## config.mk

```make
export PLATFORM = sky130hd
export DESIGN_NAME = seg_scan
export DESIGN_NICKNAME = d
export VERILOG_FILES = /design/src/rtl/seg_pkg.sv /design/src/rtl/bcd_to_seg7.sv /design/src/rtl/seg_scan.sv
export SDC_FILE = /design/constraint.sdc
export NUM_CORES = 1
export LEC_CHECK = 0
export ABC_AREA = 0
export ABC_CLOCK_PERIOD_IN_PS = 3560
export BUFFER_PORTS_ARGS = -buffer_cell sky130_fd_sc_hd__clkbuf_2
export CORE_MARGIN = 1.5
export CORE_UTILIZATION = 57
export DETAILED_ROUTE_END_ITERATION = 8
export PLACE_DENSITY = 0.84
export SETUP_SLACK_MARGIN = 0.3
export SKIP_LAST_GASP = 1
export SYNTH_ARGS = -nofsm -noshare
export SYNTH_HDL_FRONTEND = slang
export SYNTH_HIERARCHICAL = 1
export SYNTH_SLANG_ARGS = --single-unit
```

## constraint.sdc

```tcl
create_clock -name clk -period 3.56 [get_ports clk]
set_input_delay 0.178 -clock clk [delete_from_list [all_inputs] [get_ports clk]]
set_output_delay 0.178 -clock clk [all_outputs]
set_load 0.05 [all_outputs]
```

## src/rtl/seg_pkg.sv

```systemverilog
// seg_pkg: shared types and constants for the multiplexed seven-segment
// display driver.
//   state_t      scan FSM states (IDLE / BLANK / DRIVE)
//   NUM_DIG      number of digits scanned per frame
//   SEG_*        active-low segment patterns {dp,g,f,e,d,c,b,a}, dp off
//   DP_MASK      digits whose decimal point is lit (hh.mm.ss separators)
//   nibble_sel   picks BCD nibble k out of the packed 24-bit time word
package seg_pkg;

  typedef enum logic [1:0] {
    IDLE  = 2'd0,
    BLANK = 2'd1,
    DRIVE = 2'd2
  } state_t;

  localparam int NUM_DIG = 6;

  localparam logic [7:0] SEG_0    = 8'hC0;
  localparam logic [7:0] SEG_1    = 8'hF9;
  localparam logic [7:0] SEG_2    = 8'hA4;
  localparam logic [7:0] SEG_3    = 8'hB0;
  localparam logic [7:0] SEG_4    = 8'h99;
  localparam logic [7:0] SEG_5    = 8'h92;
  localparam logic [7:0] SEG_6    = 8'h82;
  localparam logic [7:0] SEG_7    = 8'hF8;
  localparam logic [7:0] SEG_8    = 8'h80;
  localparam logic [7:0] SEG_9    = 8'h90;
  localparam logic [7:0] SEG_DASH = 8'hBF;
  localparam logic [7:0] SEG_OFF  = 8'hFF;

  localparam logic [5:0] DP_MASK = 6'b010100;

  // Nibble k of the time word; digit 0 is seconds ones, digit 5 hours tens.
  function automatic logic [3:0] nibble_sel(input logic [23:0] word,
                                            input logic [2:0]  idx);
    logic [3:0] nib;
    case (idx)
      3'd0:    nib = word[3:0];
      3'd1:    nib = word[7:4];
      3'd2:    nib = word[11:8];
      3'd3:    nib = word[15:12];
      3'd4:    nib = word[19:16];
      3'd5:    nib = word[23:20];
      default: nib = 4'd0;
    endcase
    return nib;
  endfunction

endpackage

```

## src/rtl/bcd_to_seg7.sv

```systemverilog
// bcd_to_seg7: combinational BCD nibble to active-low seven-segment pattern.
// The decimal point is always off here; it is overlaid by the caller.
// Non-BCD nibbles (A..F) show a dash.
//   bcd    in  4  BCD digit
//   seg_n  out 8  active-low segments {dp,g,f,e,d,c,b,a}
module bcd_to_seg7
  import seg_pkg::*;
(
  input  logic [3:0] bcd,
  output logic [7:0] seg_n
);

  // Pattern lookup.
  always_comb begin
    seg_n = SEG_DASH;
    case (bcd)
      4'd0:    seg_n = SEG_0;
      4'd1:    seg_n = SEG_1;
      4'd2:    seg_n = SEG_2;
      4'd3:    seg_n = SEG_3;
      4'd4:    seg_n = SEG_4;
      4'd5:    seg_n = SEG_5;
      4'd6:    seg_n = SEG_6;
      4'd7:    seg_n = SEG_7;
      4'd8:    seg_n = SEG_8;
      4'd9:    seg_n = SEG_9;
      default: seg_n = SEG_DASH;
    endcase
  end

endmodule

```

## src/rtl/seg_scan.sv

```systemverilog
// seg_scan: six-digit multiplexed seven-segment driver for a common-anode
// display. Each digit slot is DEAD_CYC dark cycles followed by
// SCAN_CYC-DEAD_CYC driven cycles. The time word is captured once per frame
// so a frame never mixes digits from before and after a counter rollover.
// Optional feature macro: SEG_LZB_EN (blank the hours-tens digit when zero).
//   clk         in  1   system clock
//   rst_n       in  1   synchronous active-low reset
//   en          in  1   scan enable; low forces dark and idle
//   time_in     in  24  packed BCD {hh, mm, ss}
//   seg_n       out 8   active-low segments {dp,g,f,e,d,c,b,a}
//   dig_n       out 6   active-low digit strobes, bit k = digit k
//   frame_done  out 1   one-cycle pulse at start of the next frame
module seg_scan
  import seg_pkg::*;
#(
  parameter int SCAN_CYC = 50000,
  parameter int DEAD_CYC = 500
) (
  input  logic        clk,
  input  logic        rst_n,
  input  logic        en,
  input  logic [23:0] time_in,
  output logic [7:0]  seg_n,
  output logic [5:0]  dig_n,
  output logic        frame_done
);

  localparam int CNT_W = $clog2(SCAN_CYC);
  localparam logic [CNT_W-1:0] DEAD_LAST  = CNT_W'(DEAD_CYC - 1);
  localparam logic [CNT_W-1:0] DRIVE_LAST = CNT_W'(SCAN_CYC - DEAD_CYC - 1);
  localparam logic [2:0]       LAST_DIG   = 3'(NUM_DIG - 1);

  state_t           state_r, state_s;
  logic [CNT_W-1:0] cnt_r, cnt_s;
  logic [2:0]       digit_r, digit_s;
  logic [23:0]      snap_r, snap_s;
  logic [7:0]       seg_n_r, seg_s;
  logic [5:0]       dig_n_r, dig_s;
  logic             frame_done_r, frame_done_s;
  logic [3:0]       nib_s;
  logic [7:0]       dec_s;
  logic             lzb_s;

  // Next-state logic for the scan sequencer.
  always_comb begin
    state_s      = state_r;
    cnt_s        = cnt_r;
    digit_s      = digit_r;
    snap_s       = snap_r;
    frame_done_s = 1'b0;
    if (!en) begin
      state_s = IDLE;
      cnt_s   = '0;
      digit_s = 3'd0;
    end else begin
      case (state_r)
        IDLE: begin
          snap_s  = time_in;
          digit_s = 3'd0;
          cnt_s   = '0;
          state_s = BLANK;
        end
        BLANK: begin
          if (cnt_r == DEAD_LAST) begin
            cnt_s   = '0;
            state_s = DRIVE;
          end else begin
            cnt_s = cnt_r + CNT_W'(1);
          end
        end
        DRIVE: begin
          if (cnt_r == DRIVE_LAST) begin
            cnt_s   = '0;
            state_s = BLANK;
            if (digit_r == LAST_DIG) begin
              // Frame boundary: the only point where a new time word is taken.
              digit_s      = 3'd0;
              snap_s       = time_in;
              frame_done_s = 1'b1;
            end else begin
              digit_s = digit_r + 3'd1;
            end
          end else begin
            cnt_s = cnt_r + CNT_W'(1);
          end
        end
        default: begin
          state_s = IDLE;
          cnt_s   = '0;
          digit_s = 3'd0;
        end
      endcase
    end
  end

  // The snapshot only changes on entry to BLANK, so in DRIVE snap_r is current.
  assign nib_s = nibble_sel(snap_r, digit_s);

  bcd_to_seg7 u_dec (
    .bcd   (nib_s),
    .seg_n (dec_s)
  );

`ifdef SEG_LZB_EN
  assign lzb_s = (digit_s == LAST_DIG) && (nib_s == 4'd0);
`else
  assign lzb_s = 1'b0;
`endif

  // Output pattern for the upcoming cycle, registered below.
  always_comb begin
    seg_s = SEG_OFF;
    dig_s = 6'h3F;
    if (state_s == DRIVE) begin
      dig_s = ~(6'b000001 << digit_s);
      if (lzb_s) begin
        seg_s = SEG_OFF;
      end else if (DP_MASK[digit_s]) begin
        seg_s = {1'b0, dec_s[6:0]};
      end else begin
        seg_s = dec_s;
      end
    end else begin
      seg_s = SEG_OFF;
      dig_s = 6'h3F;
    end
  end

  // State, counters, snapshot and registered outputs.
  always_ff @(posedge clk) begin
    if (!rst_n) begin
      state_r      <= IDLE;
      cnt_r        <= '0;
      digit_r      <= 3'd0;
      snap_r       <= 24'd0;
      seg_n_r      <= SEG_OFF;
      dig_n_r      <= 6'h3F;
      frame_done_r <= 1'b0;
    end else begin
      state_r      <= state_s;
      cnt_r        <= cnt_s;
      digit_r      <= digit_s;
      snap_r       <= snap_s;
      seg_n_r      <= seg_s;
      dig_n_r      <= dig_s;
      frame_done_r <= frame_done_s;
    end
  end

  assign seg_n      = seg_n_r;
  assign dig_n      = dig_n_r;
  assign frame_done = frame_done_r;

endmodule

```

==> results.toml <==
[worst_setup_path]
cp.required_ps = 3800
start_kind = "register"
worstRegToRegCells = 12
worst-path-max-fanout = 5
rr_endpoint = "seg_n[2]"
r2r_start = "cnt_r[12]"
rrSetupSlack_ps = 270
cp-end-kind = "register"
worstSetupPathType = "register to register"
crit_arrival_ps = 3530

[sta]
finalWorstSetupSlack_ps = 270
finalHoldViolations = 0
fin_skew_ps = 12.3
setup_viol = 0
timing.slew.headroom = 0.620
min_period_over_period = 0.924
drv_slew = 0
finalSetupTns_ps = 0
period_minus_slack_ps = 3290
tightest_slew_ps = 569
grt_setup_unrepaired = "true"
fmax_ghz = 0.304

[clock_network]
cts_max_level = 3
cts_tree = "built"
path_clk_slew_ps = 80
ctsHoldBuffers = 0
clock_latency_ps = 350
cts_buffers = 9
root_buffer = "clkbuf_8"
cts_max_path_buffers = 2
cts_sinks = 60

[route]
wl_microns = 7820
drt_iter0_markers = 326
routed_via_density = 5.83
post_drt_wl_per_cell_microns = 16.9
firstDrtPassIters = 5
route.vias.total = 2700
drc_errors = 0
ant_nets = 0

[global_route]
grt_max_degree = 29
grt_pass1_wl_microns = 10600
grt_usage = 0.230
grt_pass1_vias = 2331
grt_remaining_overflow = 0
antenna_found_initial = 0

[power]
finalPower_mw = 1.54
ir_worst_vdd_mv = 0.295
power.leakage_nw = 1.55
power.density_nw_per_um2 = 397

[yosys]
synth_edf_count = 0
ys_ff_latch = 60
yosysWarningCount = 6
synth_area_leader_cell = "dfxtp_1"
syn_area_per_cell_sq_um = 9.32
synthArstFlopShare = 0
ys.flop_type = "dfxtp_1"
synth-seq-area-share = 0.395
synth_fp_nets = 363
syn-cell-area_sq_um = 3040
yosysUniqueCellTypes = 60
synthTopCellsByArea = "dfxtp_1 (40%), mux2i_1 (9.9%), nor2_1 (6.4%)"
postSynthCellCount = 326
yosysTopAreaCellShare = 0.395

[worst_hold_path]
hold_path.startpoint = "time_in[23]"
whs_path_depth = 3
worstHoldEndpoint = "snap_r[23]"
hold_path.class = "input pin to register"

[placement]
place_hpwl_microns = 4300
dp_cells = 428
port_buffers = 41
place_ws_ps = 146
gp_congestion = 0.916

[floorplan]
initial_core_util = 0.591
fp.coreArea_sq_um = 5140
die_h_microns = 76.0
die-width_microns = 76.0
die-area_sq_um = 5780
rows = 26
boundaryPins = 42

[cells_and_area]
layout_common_cells = "dfxtp_1 (56), nor2_1 (52), clkbuf_2 (41), mux2i_1 (27), buf_4 (20)"
fillers = 362
antenna_cells = 0
drive_gt1_frac = 0.310
fin_nets = 425
register_area_sq_um = 1210
multiInputGateArea_sq_um = 1890
areaGrowthSynthToFinish_pct = 27.1
layout_commonest_cell = "dfxtp_1"
final_cells = 463

[outcome]
status = "finished clean"

[job]
max-cap-violations = 0
## worst max-delay path, stage by stage (launching register included)
cell and delay [ps]:
dfxtp_2 330, or4_4 570, nor4_4 360, buf_4 200, o21a_1 240, nand2b_1 130
a21o_2 320, o221ai_4 250, inv_2 110, ha_2 220, nor3b_1 140, a21o_1 170
nand2b_1 140
## flip-flops by register name, indices dropped and copies added, names as in the netlist
signal	cells
digit_r	3
dig_n	6
snap_r	24
seg_n	8
frame_done	1
state_r	2
cnt_r	16
## report_power, final
group          internal (mW)  switching (mW)
Sequential             0.689          0.0113
Combinational         0.0672          0.0720
Clock                  0.413           0.283
## repair_timing
action,CTS,global route
buffers inserted,4,13
gates resized for setup,2,35
pin swaps,3,12
setup endpoints to repair,6,7
cloned,1,1
## synth_stat cells, drive strengths merged (5+ instances only)
cell type,n
a21oi,12
nand2b,12
xor2,8
ha,10
mux2i,30
nor2,52
buf,8
xnor2,5
or2,6
inv,15
nand4b,8
nand3,14
and2,5
clkbuf,7
o21ai,5
nand2,14
dfxtp,60
## logic make-up (layout without fill, tap and decap cells)
logic type,count (synthesis),count (layout),share of synthesized area
AND/OR/NAND/NOR,141,141,0.256
flip-flops,60,60,0.395
AO/OA/AOI/OAI,40,42,0.119
buffers and inverters,31,96,0.0506
multiplexers,30,30,0.0988
XOR/XNOR,13,13,0.0375
adder cells (fa/ha/maj),10,10,0.0412
other,1,1,0.00123
## through the flow
stage	hold slack, ps	util	cell area, sq um
3_5_place_dp	417	0.639	3280
5_1_grt	63.3	0.752	3860
2_1_floorplan	304	-	3040
3_3_place_gp	409	0.639	3280
4_1_cts	51.6	0.693	3560
6_report	49.7	0.752	3860
## metal layers
layer	track usage	part of all wire
met5	0	0
met4	0.113	0.034
met3	0.0575	0.070
met2	0.355	0.47
met1	0.302	0.42
## how the worst max path moves through the flow
stage | start | end | slack, ps | cells past startpoint
finish | cnt_r[12] | seg_n[2] | 270 | 12
global route | cnt_r[12] | seg_n[2] | 200 | 12
CTS | state_r[1] | seg_n[4] | 330 | 13
detailed placement | cnt_r[10] | seg_n[4] | 150 | 11
global placement | cnt_r[10] | seg_n[3] | 220 | 11
floorplan | cnt_r[10] | seg_n[3] | 430 | 12
## layout make-up
type,instances,area share
Clock inverter,6,0.0223
Clock buffer,10,0.0356
Sequential cell,60,0.312
Tap cell,70,0.0227
Inverter,16,0.0155
Timing Repair Buffer,64,0.103
Multi-Input combinational cell,237,0.489
No activity file was read; power rests on OpenSTA's default activity.
